`config.mk`:
```
export PLATFORM = sky130hd
export DESIGN_NAME = nonce_ctrl
export DESIGN_NICKNAME = d
export VERILOG_FILES = /design/src/rtl/nonce_ctrl.sv
export SDC_FILE = /design/constraint.sdc
export NUM_CORES = 1
export LEC_CHECK = 0
export ABC_AREA = 0
export ABC_CLOCK_PERIOD_IN_PS = 2700
export BUFFER_PORTS_ARGS = -buffer_cell sky130_fd_sc_hd__buf_2
export CAP_MARGIN = 15
export CORE_ASPECT_RATIO = 2
export CORE_UTILIZATION = 54
export CTS_CLUSTER_DIAMETER = 40
export DETAILED_ROUTE_END_ITERATION = 16
export HOLD_SLACK_MARGIN = 0.1
export PLACE_DENSITY = 0.91
export SYNTH_ARGS = -nofsm -noshare
export SYNTH_HDL_FRONTEND = slang
export SYNTH_SLANG_ARGS = --single-unit
```
`constraint.sdc`:
```
create_clock -name clk -period 2.7 [get_ports clk]
set_clock_uncertainty 0.1 [all_clocks]
set_input_delay 0.135 -clock clk [delete_from_list [all_inputs] [get_ports clk]]
set_output_delay 0.135 -clock clk [all_outputs]
set_load 0.01 [all_outputs]
```
`src/rtl/nonce_ctrl.sv`:
```
// Nonce search sequencer: launches one hash per nonce, walks forward on "next" verdicts,
// and stops on a valid verdict, exhaustion at MAX_NONCE, abort, or a verdict watchdog expiry.
module nonce_ctrl #(
    parameter int                   NONCE_W   = 32,
    parameter logic [NONCE_W-1:0]   MAX_NONCE = {NONCE_W{1'b1}},
    parameter int                   TIMEOUT   = 64
) (
    input  logic               clk,
    input  logic               reset,
    input  logic               start,
    input  logic               abort,
    input  logic [NONCE_W-1:0] nonce_base,
    input  logic               valid,
    input  logic               next,
    output logic [NONCE_W-1:0] nonce,
    output logic               hash_start,
    output logic               busy,
    output logic               done,
    output logic               found,
    output logic               exhausted,
    output logic               timeout_err,
    output logic [NONCE_W-1:0] golden_nonce,
    output logic [NONCE_W-1:0] attempts
);

    localparam int WD_W = 8;
    localparam logic [WD_W-1:0] WD_LAST = WD_W'(TIMEOUT - 1);

    typedef enum logic [1:0] {
        IDLE   = 2'd0,
        LAUNCH = 2'd1,
        WAIT   = 2'd2,
        FINISH = 2'd3
    } state_t;

    state_t             state_q, state_d;
    logic [NONCE_W-1:0] nonce_q, nonce_d;
    logic [NONCE_W-1:0] golden_q, golden_d;
    logic [NONCE_W-1:0] attempts_q, attempts_d;
    logic [WD_W-1:0]    wd_q, wd_d;
    logic               hash_start_q, hash_start_d;
    logic               busy_q, busy_d;
    logic               done_q, done_d;
    logic               found_q, found_d;
    logic               exhausted_q, exhausted_d;
    logic               timeout_err_q, timeout_err_d;

    logic               wd_expired;
    logic               at_max;
    logic               start_ok;
    logic [NONCE_W-1:0] attempts_inc;

    assign wd_expired   = (wd_q == WD_LAST);
    assign at_max       = (nonce_q == MAX_NONCE);
    assign start_ok     = start && ((state_q == IDLE) || (state_q == FINISH));
    assign attempts_inc = (&attempts_q) ? attempts_q : attempts_q + 1'b1;

    // State register
    always_ff @(posedge clk) begin
        if (!reset) begin
            state_q <= IDLE;
        end else begin
            state_q <= state_d;
        end
    end

    // Next-state logic: abort outranks verdicts, verdicts outrank the watchdog
    always_comb begin
        state_d = state_q;
        unique case (state_q)
            IDLE:   if (start) state_d = LAUNCH;
            LAUNCH: state_d = abort ? IDLE : WAIT;
            WAIT: begin
                if (abort)           state_d = IDLE;
                else if (valid)      state_d = FINISH;
                else if (next)       state_d = at_max ? FINISH : LAUNCH;
                else if (wd_expired) state_d = FINISH;
            end
            FINISH: if (start) state_d = LAUNCH;
            default: state_d = IDLE;
        endcase
    end

    // Output / datapath logic
    always_comb begin
        nonce_d       = nonce_q;
        golden_d      = golden_q;
        attempts_d    = attempts_q;
        wd_d          = wd_q;
        busy_d        = busy_q;
        done_d        = done_q;
        found_d       = found_q;
        exhausted_d   = exhausted_q;
        timeout_err_d = timeout_err_q;
        hash_start_d  = (state_d == LAUNCH);

        if (start_ok) begin
            nonce_d       = nonce_base;
            attempts_d    = '0;
            done_d        = 1'b0;
            found_d       = 1'b0;
            exhausted_d   = 1'b0;
            timeout_err_d = 1'b0;
            busy_d        = 1'b1;
        end

        unique case (state_q)
            LAUNCH: begin
                wd_d = '0;
                if (abort) begin
                    busy_d = 1'b0;
                    done_d = 1'b0;
                end
            end
            WAIT: begin
                if (abort) begin
                    busy_d = 1'b0;
                    done_d = 1'b0;
                end else if (valid) begin
                    golden_d   = nonce_q;
                    found_d    = 1'b1;
                    done_d     = 1'b1;
                    busy_d     = 1'b0;
                    attempts_d = attempts_inc;
                end else if (next) begin
                    attempts_d = attempts_inc;
                    if (at_max) begin
                        exhausted_d = 1'b1;
                        done_d      = 1'b1;
                        busy_d      = 1'b0;
                    end else begin
                        nonce_d = nonce_q + 1'b1;
                    end
                end else if (wd_expired) begin
                    timeout_err_d = 1'b1;
                    done_d        = 1'b1;
                    busy_d        = 1'b0;
                end else begin
                    wd_d = wd_q + 1'b1;
                end
            end
            default: ;
        endcase
    end

    always_ff @(posedge clk) begin
        if (!reset) begin
            nonce_q       <= '0;
            golden_q      <= '0;
            attempts_q    <= '0;
            wd_q          <= '0;
            hash_start_q  <= 1'b0;
            busy_q        <= 1'b0;
            done_q        <= 1'b0;
            found_q       <= 1'b0;
            exhausted_q   <= 1'b0;
            timeout_err_q <= 1'b0;
        end else begin
            nonce_q       <= nonce_d;
            golden_q      <= golden_d;
            attempts_q    <= attempts_d;
            wd_q          <= wd_d;
            hash_start_q  <= hash_start_d;
            busy_q        <= busy_d;
            done_q        <= done_d;
            found_q       <= found_d;
            exhausted_q   <= exhausted_d;
            timeout_err_q <= timeout_err_d;
        end
    end

    assign nonce        = nonce_q;
    assign golden_nonce = golden_q;
    assign attempts     = attempts_q;
    assign hash_start   = hash_start_q;
    assign busy         = busy_q;
    assign done         = done_q;
    assign found        = found_q;
    assign exhausted    = exhausted_q;
    assign timeout_err  = timeout_err_q;

endmodule
```
==> results of run 1 <==
[where the power goes]
part,total [W],switching [W],internal [W]
Sequential,0.00184,0.0000856,0.00175
Clock,0.00135,0.000656,0.000695
Combinational,0.00106,0.000650,0.000413
Total,0.00425,0.00139,0.00286
[routing by layer]
| layer | vias to the layer above | share of wire, % | wire [um] |
|---|---|---|---|
| met5 | - | 0 | 0 |
| met4 | 0 | 6.1 | 1190 |
| met3 | 102 | 7.1 | 1390 |
| met2 | 408 | 54 | 10500 |
| met1 | 3181 | 33 | 6470 |
| li1 | 3088 | - | - |
[worst paths after layout]
check,to,from,slack (ns)
max,nonce[4],nonce[30],0.11
min,nonce[1],nonce_base[1],0.12
max reg2reg,nonce[4],nonce[30],0.11
min reg2reg,golden_nonce[9],golden_nonce[9],0.36
[area by class of cell]
cell class	count	area, um^2	area share, %
flip-flops and latches	112	2240	30.3
clock inverters	5	46.3	0.626
multi-input cells	567	3200	43.3
clock buffers	11	253	3.42
repair buffers	227	1450	19.7
well taps	135	169	2.28
inverters	8	30.0	0.406
[stage by stage]
| step | std cells | worst slack (ns) |
|---|---|---|
| after floorplan | 731 | 0.252 |
| after global placement | 1015 | 0.135 |
| after detailed placement | 1015 | 0.0440 |
| after CTS | 1065 | 0.105 |
| after global routing | 1065 | 0.00899 |
| final | 1065 | 0.105 |
[synth_stat cells (6+ instances only)]
library cell / count / share of area (%)
or4_1: 7 / 0.92
o41ai_1: 6 / 0.92
nand3_1: 41 / 3.6
o21ai_1: 7 / 0.61
and4_1: 6 / 0.92
inv_1: 7 / 0.46
nor3_1: 26 / 2.3
o311ai_0: 7 / 1.1
and3_1: 18 / 2.0
o21ai_0: 43 / 3.8
a31oi_1: 16 / 1.8
clkbuf_1: 32 / 2.1
nor4_1: 9 / 0.99
nand4_1: 32 / 3.5
dfxtp_1: 112 / 39
nor2_1: 42 / 2.8
nand2_1: 110 / 7.2
xnor2_1: 6 / 0.92
and2_1: 16 / 1.8
a21oi_1: 96 / 8.4
a2bb2oi_1: 6 / 0.92
[worst register-to-register path, cell delays in order (launching register included)]
cell	delay [ns]
dfxtp_1	0.45
nand4_1	0.19
or4_1	0.65
o21a_4	0.35
nor2_8	0.30
buf_4	0.24
a21oi_1	0.09
a21oi_1	0.15
[cells by family (layout without fill, tap and decap cells)]
kind of cell / after synthesis / in the layout
buffers and inverters: 52 / 251
XOR/XNOR: 11 / 11
AND/OR/NAND/NOR: 333 / 333
adder cells (fa/ha/maj): 5 / 5
flip-flops: 112 / 112
AO/OA/AOI/OAI: 218 / 218
[cell usage in the layout (no fill, tap or decap), drive strengths merged, types with 3 or more instances in the layout]
cell type | netlist | final
and3 | 18 | 18
xor2 | 5 | 5
o211ai | 4 | 4
or3 | 3 | 3
o41ai | 6 | 6
and4 | 6 | 6
clkbuf | 32 | 11
inv | 8 | 11
nor2b | 4 | 4
a2bb2oi | 6 | 6
nand2b | 3 | 3
nor3 | 26 | 26
nor2 | 44 | 44
nor4 | 10 | 10
nand2 | 112 | 112
o21ai | 51 | 51
xnor2 | 6 | 6
o31ai | 5 | 5
or4 | 7 | 7
nand4 | 34 | 34
or2 | 3 | 3
dlygate4sd3 | 0 | 34
dfxtp | 112 | 112
buf | 12 | 193
a21oi | 97 | 97
and2 | 16 | 16
o311ai | 8 | 8
nor3b | 3 | 3
a211oi | 4 | 4
a31oi | 16 | 16
ha | 5 | 5
nand3 | 41 | 41
[registers in the layout, indices dropped and copies added, names as in the netlist]
signal        cells
attempts         32
done              1
wd_q              8
busy              1
hash_start        1
golden_nonce     32
exhausted         1
found             1
state_q           2
timeout_err       1
nonce            32
[timing repair]
| action | in CTS | in global routing |
|---|---|---|
| endpoints found under the setup margin | 1 | 2 |
| resized for setup | 1 | 0 |
| endpoints found under the hold margin | 33 | 0 |
| pin swaps | 0 | 1 |
| hold buffers | 34 | 0 |
| cloned | 0 | 0 |
==> results.json, run 1 <==
{
  "rows": 52,
  "cp_num_cells": 7,
  "path_cells": "nand4_1, or4_1, o21a_4, nor2_8, buf_4, a21oi_1, a21oi_1",
  "antenna_left": 0,
  "cp_num_buf_inv": 1,
  "status": "completed",
  "critPathRequiredTime_ns": 2.87,
  "critical_path.top_delay_family": "simple AND/OR/NAND/NOR gates",
  "core_mm2": 0.0102,
  "final_nets": 968,
  "die-area_mm2": 0.0110,
  "synthAdderAreaFrac_pct": 1.10,
  "use_met3_pct": 6.93,
  "hold_path.class": "in -> reg",
  "synthCells": 731,
  "die_w_um": 74.7,
  "min_path_cells": 5,
  "routed_via_density": 6.37,
  "grt.met1_usage_pct": 34.2,
  "syn-num-nets": 774,
  "synth_edf_count": 0,
  "dpl_cell_area_mm2": 0.00675,
  "min_period_ns": 2.59,
  "drt-initial-drc-count": 501,
  "gr-max-usage-layer": "met2",
  "grt_pass1_vias": 6546,
  "maxCapViolations": 0,
  "die_y_um": 147,
  "muxShareOfSynthArea_pct": 0,
  "clock_latency_ns": 0.35,
  "timing.hold.ws_ns": 0.117,
  "cts_buffer_depth": 2,
  "tns_ns": 0,
  "critPathKind": "reg -> reg",
  "max-vdd-ir-drop_mv": 0.384,
  "met2_usage_pct": 63.6,
  "crit_path_frequent_cell": "a21oi_1",
  "post-route-cell-area_mm2": 0.00740,
  "area_growth_pct": 29.8,
  "start_kind": "flip-flop",
  "dominantRegCellSynth": "dfxtp_1",
  "root_buffer": "clkbuf_16",
  "synth_compound_area_share_pct": 23.4,
  "vias": 6779,
  "relSlewSlack_pct": 35.1,
  "grt_antenna_before_repair": 0,
  "synth-xor-area-share_pct": 1.69,
  "synth_top_family_by_area": "simple AND/OR/NAND/NOR gates",
  "rsz0062_at_grt": "false",
  "synth-simple-area-share_pct": 30.0,
  "n_antenna_cell": 0,
  "setup_violations": 0,
  "start_util_pct": 55.8,
  "h-tree-depth": 3,
  "endpoint_kind": "flip-flop",
  "final_max_slew_viol_count": 0,
  "slowest_delay_ns": 0.65,
  "cellPowerDensity_mw_per_mm2": 575,
  "crit_path_top_delay_cell": "or4_1",
  "clock-sinks": 112,
  "portBuffers": 139,
  "yosysWarningCount": 0,
  "drc": 0,
  "routedWlPerCell_um": 18.3,
  "power.leakage_nw": 3.05,
  "final_hold_viol_count": 0,
  "dp.final_hpwl_mm": 13.4,
  "grt_max_degree": 41,
  "wl_mm": 19.5,
  "cts_tree": "built",
  "worstRegToRegCells": 7,
  "synth.avg_cell_area_um2": 7.80,
  "drtPass1Iterations": 5,
  "grt_use_total_pct": 35.7,
  "grt_pass1_wl_mm": 30.4,
  "critPathArrivalTime_ns": 2.77,
  "io-pin-count": 140,
  "netlist_area_mm2": 0.00570,
  "async_reset_ff_share_pct": 0,
  "worstMarginPinSlew_ns": 0.961,
  "ys_ff_latch": 112,
  "timing.fmax_mhz": 385,
  "period_share_pct": 96.1,
  "yosys.cell_types.count": 63,
  "p_total_w": 0.00425,
  "path_clk_slew_ns": 0.08,
  "fin_util_pct": 72.4,
  "layout-drive-gt1-share_pct": 24.1,
  "nFillCells": 799,
  "cts_made_buffers": 9,
  "seq_area_frac_synth_pct": 39.3,
  "cp_max_fo": 19,
  "post-cts-setup-buffer-count": 0,
  "gp_congestion": 1.02,
  "grt_overflow": 0
}
Note: power is estimated with default switching activity, not from simulation.
==> run 2, diff against run 1 <==
--- a/config.mk
+++ b/config.mk
@@ -6,15 +6,15 @@
 export NUM_CORES = 1
 export LEC_CHECK = 0
 export ABC_AREA = 0
-export ABC_CLOCK_PERIOD_IN_PS = 2700
+export ABC_CLOCK_PERIOD_IN_PS = 3300
 export BUFFER_PORTS_ARGS = -buffer_cell sky130_fd_sc_hd__buf_2
 export CAP_MARGIN = 15
 export CORE_ASPECT_RATIO = 2
-export CORE_UTILIZATION = 54
+export CORE_UTILIZATION = 36
 export CTS_CLUSTER_DIAMETER = 40
 export DETAILED_ROUTE_END_ITERATION = 16
 export HOLD_SLACK_MARGIN = 0.1
-export PLACE_DENSITY = 0.91
+export PLACE_DENSITY = 0.68
 export SYNTH_ARGS = -nofsm -noshare
 export SYNTH_HDL_FRONTEND = slang
 export SYNTH_SLANG_ARGS = --single-unit
==> constraint.sdc (replaced) <==
create_clock -name clk -period 3.3 [get_ports clk]
set_clock_uncertainty 0.1 [all_clocks]
set_input_delay 0.165 -clock clk [delete_from_list [all_inputs] [get_ports clk]]
set_output_delay 0.165 -clock clk [all_outputs]
set_load 0.005 [all_outputs]
==> run 2 against run 1 <==
Effect of this change:
- largest power group unchanged
- worst hold slack lost 0.0092 ns
- flip-flop and latch count is the same
- critical endpoint is now nonce[9]
- non-clock buffer count shrank 37
- sequential share of layout area grew 0.81 points
- global-route usage shrank 13 points
- clock-buffer cell count shrank 2
- die area grew 49%
- via count shrank 9.1%
- sequential power shrank 15%
- combinational power shrank 36%
- wire length shrank 4.0%
- final cell count grew 2.4%
==> results.json, run 2 (synthesis results as in run 1) <==
{
  "post-route-cell-area_mm2": 0.00721,
  "vias": 6161,
  "routed_via_density": 5.65,
  "io-pin-count": 140,
  "hold_path.class": "in -> reg",
  "cts_tree": "built",
  "grt_overflow": 0,
  "r2r-start": "nonce[0]",
  "r2r_slack_ns": 0.42,
  "start_kind": "flip-flop",
  "fin_util_pct": 46.9,
  "clock-sinks": 112,
  "endpoint": "nonce[9]",
  "root_buffer": "clkbuf_16",
  "slowest_delay_ns": 0.70,
  "maxCapViolations": 0,
  "timing.fmax_mhz": 347,
  "grt_pass1_vias": 5927,
  "grt_use_total_pct": 22.9,
  "cts_buffer_depth": 2,
  "path_cells": "ha_1, nand3_1, or4_1, o21a_4, nor2_8, a311oi_2, nor4_2",
  "clkPwrFrac_pct": 35.1,
  "grt_antenna_before_repair": 0,
  "drc": 0,
  "rows": 64,
  "grt_max_degree": 72,
  "layout-drive-gt1-share_pct": 21.1,
  "grt_pass1_wl_mm": 29.7,
  "dpl_cell_area_mm2": 0.00656,
  "antenna_left": 0,
  "final_nets": 931,
  "start_util_pct": 37.1,
  "die_w_um": 91.0,
  "gp_congestion": 0.901,
  "portBuffers": 139,
  "cellPowerDensity_mw_per_mm2": 480,
  "min_period_ns": 2.88,
  "power.leakage_nw": 2.87,
  "cts_resized": 0,
  "p_sw_w": 0.00108,
  "post-cts-setup-buffer-count": 0,
  "p_seq_share_pct": 45.4,
  "crit_start": "nonce[0]",
  "cts_made_buffers": 9,
  "final_hold_viol_count": 0,
  "die-area_mm2": 0.0164,
  "final_common_cell": "buf_2",
  "crit_path_top_delay_cell": "or4_1",
  "endpoint_kind": "flip-flop",
  "critPathRequiredTime_ns": 3.46,
  "critPathKind": "reg -> reg",
  "critPathArrivalTime_ns": 3.05,
  "regToRegEndpoint": "nonce[9]",
  "hp-start": "start",
  "rsz0062_at_grt": "false",
  "status": "completed",
  "wl_mm": 18.8,
  "power.internal_w": 0.00238,
  "layout.cells.most_common_list": "139 x buf_2, 112 x dfxtp_1, 110 x nand2_1, 96 x a21oi_1, 43 x o21ai_0",
  "dp.final_hpwl_mm": 13.6,
  "path_clk_slew_ns": 0.08,
  "worstMarginPinSlew_ns": 1.02,
  "area_growth_pct": 26.4,
  "final_max_slew_viol_count": 0,
  "h-tree-depth": 3,
  "die_y_um": 180,
  "clock_latency_ns": 0.36,
  "drt-initial-drc-count": 189,
  "cp_max_fo": 27,
  "setup_violations": 0,
  "switching_share_pct": 31.3,
  "pwr-share-comb_pct": 19.5,
  "n_antenna_cell": 0,
  "worstRegToRegCells": 7,
  "max-vdd-ir-drop_mv": 0.278,
  "routedWlPerCell_um": 17.2,
  "drtPass1Iterations": 5,
  "tns_ns": 0,
  "core_mm2": 0.0154,
  "period_share_pct": 87.4,
  "relSlewSlack_pct": 31.3
}
run 2: cell count changes in the layout (fill, tap and decap cells not counted):
cell,previous run,this run
buf_4,53,19
bufinv_16,0,2
clkbuf_8,2,0
dlygate4sd3_1,34,32
buf_12,1,0
clkinv_2,0,1
inv_6,2,1
or4_1,6,7
or4_4,1,0
run 2: worst min path at each step:
stage | endpoint | cells past startpoint
floorplan | nonce[16] | 2
global placement | nonce[16] | 3
detailed placement | nonce[16] | 3
CTS | nonce[8] | 5
global route | done | 4
finish | done | 4
run 2: power by group through the flow:
stage,Sequential [W],Combinational [W],Clock (W)
after floorplan,0.00156,0.000436,0
after global placement,0.00159,0.000638,0
after detailed placement,0.00160,0.000644,0
after CTS,0.00157,0.000678,0.00124
final,0.00157,0.000674,0.00122
after global routing,0.00159,0.000740,0.00129
run 2: per-layer routing:
metal,track usage (%),part of all wire [%],up-vias
met5,0,0,-
met4,13.3,4.6,0
met3,3.00,3.6,52
met2,44.7,56,195
met1,22.4,36,2900
li1,-,-,3014
run 2: area by class of cell:
cell class,instances,area [um^2]
repair buffers,190,1160
multi-input cells,567,3200
flip-flops and latches,112,2240
clock inverters,7,103
inverters,8,30.0
clock buffers,9,225
well taps,198,248
fillers,1581,8170
run 2: worst max-delay path, delay by kind of cell, from the launching register on:
kind	cells	cell delay (ns)
compound gates	2	0.49
fa+ha+maj	1	0.27
simple gates	4	1.46
flops	1	0.46
run 2: per-stage QoR:
step	setup WS (ns)	std cells	hold slack, ns	power, W
global placement	0.534	1043	0.306	0.00223
global route	0.224	1091	0.143	0.00361
floorplan	0.898	731	0.201	0.00199
finish	0.416	1091	0.108	0.00346
CTS	0.415	1091	0.101	0.00349
detailed placement	0.433	1043	0.316	0.00224
run 2: what timing repair did:
item | in CTS | in global routing
setup endpoints to repair | 0 | 0
endpoints found under the hold margin | 33 | 0
hold buffers | 32 | 0
==> run 3, diff against run 2 <==
--- a/config.mk
+++ b/config.mk
@@ -9,7 +9,7 @@
 export ABC_CLOCK_PERIOD_IN_PS = 3300
 export BUFFER_PORTS_ARGS = -buffer_cell sky130_fd_sc_hd__buf_2
 export CAP_MARGIN = 15
-export CORE_ASPECT_RATIO = 2
+export CORE_ASPECT_RATIO = 0.6
 export CORE_UTILIZATION = 36
 export CTS_CLUSTER_DIAMETER = 40
 export DETAILED_ROUTE_END_ITERATION = 16
==> run 3 against run 2 <==
Effect of this change:
- combinational power grew 7.3%
- largest power group unchanged
- die area barely moved
- via count rose by 0.97%
- clock power fell by 13%
- final area decreased by 0.49%
- non-clock buffer count rose by 1
- critical endpoint unchanged
- critical path depth unchanged
- clock-buffer cell count unchanged
- utilization is 0.35 points lower
- worst setup slack got worse by 0.068 ns
- first-iteration DRC count rose to 3.5 times the previous value
- sequential power barely moved
==> results.json, run 3 (synthesis results as in run 1) <==
{
  "status": "completed",
  "critical_path.top_delay_family": "simple AND/OR/NAND/NOR gates",
  "wl_mm": 18.8,
  "critPathArrivalTime_ns": 3.12,
  "die-area_mm2": 0.0164,
  "portBuffers": 139,
  "area_growth_pct": 25.8,
  "maxCapViolations": 0,
  "cts_buffer_depth": 2,
  "clkPwrFrac_pct": 31.8,
  "start_kind": "flip-flop",
  "final_max_slew_viol_count": 0,
  "pwr-share-comb_pct": 21.6,
  "post-cts-setup-buffer-count": 0,
  "period_share_pct": 89.4,
  "hold_end": "nonce[1]",
  "worstRegToRegCells": 7,
  "cp_num_cells": 7,
  "path_cells": "ha_1, nand3_1, or4_1, o21a_4, nor2_8, a311oi_2, nor4_2",
  "die_w_um": 164,
  "cp_max_fo": 27,
  "p_seq_share_pct": 46.6,
  "grt_overflow": 0,
  "vias": 6221,
  "grt_use_total_pct": 23.2,
  "root_buffer": "clkbuf_16",
  "cellPowerDensity_mw_per_mm2": 466,
  "post-route-cell-area_mm2": 0.00717,
  "cp_num_buf_inv": 0,
  "dp.cells": 1049,
  "grt_pass1_vias": 5372,
  "r2r-start": "nonce[0]",
  "hp-start": "nonce_base[1]",
  "cts_tree": "built",
  "gp_congestion": 0.913,
  "cts_resized": 0,
  "relSlewSlack_pct": 37.9,
  "drt-initial-drc-count": 661,
  "layout-drive-gt1-share_pct": 21.1,
  "critPathRequiredTime_ns": 3.47,
  "power.leakage_nw": 2.85,
  "fin_util_pct": 46.5,
  "regToRegEndpoint": "nonce[9]",
  "grt_pass1_wl_mm": 29.8,
  "antenna_left": 0,
  "min_path_cells": 5,
  "crit_path_top_delay_cell": "or4_1",
  "slowest_delay_ns": 0.72,
  "min_period_ns": 2.95,
  "final_hold_viol_count": 0,
  "grt_max_degree": 71,
  "layout.cells.most_common_list": "139 x buf_2, 112 x dfxtp_1, 110 x nand2_1, 96 x a21oi_1, 43 x o21ai_0",
  "nFillCells": 1600,
  "routedWlPerCell_um": 17.1,
  "core_mm2": 0.0154,
  "power.internal_w": 0.00224,
  "path_clk_slew_ns": 0.08,
  "finalNonFillerCells": 1097,
  "final_nets": 932,
  "endpoint_kind": "flip-flop",
  "final_common_cell": "buf_2",
  "hold_path.class": "in -> reg",
  "dp.final_hpwl_mm": 13.3,
  "max-vdd-ir-drop_mv": 0.243,
  "switching_share_pct": 33.1,
  "clock-sinks": 112,
  "drc": 0,
  "drtPass1Iterations": 6,
  "routed_via_density": 5.67,
  "rows": 35,
  "ctsHoldBuffers": 32,
  "critPathKind": "reg -> reg",
  "rsz0062_at_grt": "false",
  "die_y_um": 99.5,
  "dpl_cell_area_mm2": 0.00657,
  "h-tree-depth": 3,
  "grt_antenna_before_repair": 2,
  "clock_latency_ns": 0.35,
  "tns_ns": 0,
  "timing.fmax_mhz": 339,
  "start_util_pct": 37.0,
  "io-pin-count": 140,
  "setup_violations": 0,
  "worstMarginPinSlew_ns": 0.921,
  "p_sw_w": 0.00111,
  "r2r_slack_ns": 0.35,
  "cts_made_buffers": 9
}
[run 3: cell types whose count changed in the layout (fill, tap and decap cells not counted), sizes merged]
cell | previous run | this run
clkinvlp | 0 | 1
diode | 0 | 1
buf | 158 | 159
clkinv | 3 | 1
bufinv | 2 | 0
inv | 10 | 12
[run 3: metrics by stage]
| step | setup slack (ns) | hold WS, ns | power [W] |
|---|---|---|---|
| 2_1_floorplan | 0.898 | 0.201 | 0.00199 |
| 3_3_place_gp | 0.504 | 0.326 | 0.00226 |
| 5_1_grt | 0.143 | 0.147 | 0.00349 |
| 4_1_cts | 0.374 | 0.106 | 0.00336 |
| 3_5_place_dp | 0.411 | 0.331 | 0.00226 |
| 6_report | 0.348 | 0.110 | 0.00334 |
[run 3: worst register-to-register path, stage by stage, from the launching register on]
cell and delay (ns):
dfxtp_1 0.45, ha_1 0.25, nand3_1 0.21, or4_1 0.72, o21a_4 0.39, nor2_8 0.41
a311oi_2 0.10, nor4_2 0.25
[run 3: power groups by stage]
stage	Combinational (W)	Clock (W)	Sequential, W
4_1_cts	0.000714	0.00109	0.00155
2_1_floorplan	0.000436	0	0.00156
5_1_grt	0.000788	0.00114	0.00157
3_3_place_gp	0.000676	0	0.00158
6_report	0.000723	0.00106	0.00156
3_5_place_dp	0.000679	0	0.00158
[run 3: routing by layer]
metal	part of all wire (%)	vias up	global-route usage (%)
li1	-	3028	-
met1	50	2872	36.8
met2	38	296	30.6
met3	9.9	23	5.25
met4	1.4	2	5.43
met5	0.053	-	0
[run 3: layout make-up]
type / count / area, um^2 / share of cell area, %
multi-input combinational: 567 / 3200 / 44.6
tap: 203 / 254 / 3.54
clock buffer: 9 / 225 / 3.14
sequential: 112 / 2240 / 31.3
antenna: 1 / 2.50 / 0.0349
timing repair buffer: 191 / 1170 / 16.3
inverter: 8 / 30.0 / 0.419
clock inverter: 6 / 51.3 / 0.715
[run 3: worst max-delay path by stage]
| stage | slack [ns] | startpoint | to |
|---|---|---|---|
| 6_report | 0.35 | nonce[0] | nonce[9] |
| 3_3_place_gp | 0.50 | nonce[0] | nonce[9] |
| 5_1_grt | 0.14 | nonce[0] | nonce[9] |
| 3_5_place_dp | 0.41 | nonce[0] | nonce[9] |
| 4_1_cts | 0.37 | nonce[0] | nonce[9] |
| 2_1_floorplan | 0.90 | nonce[0] | nonce[29] |
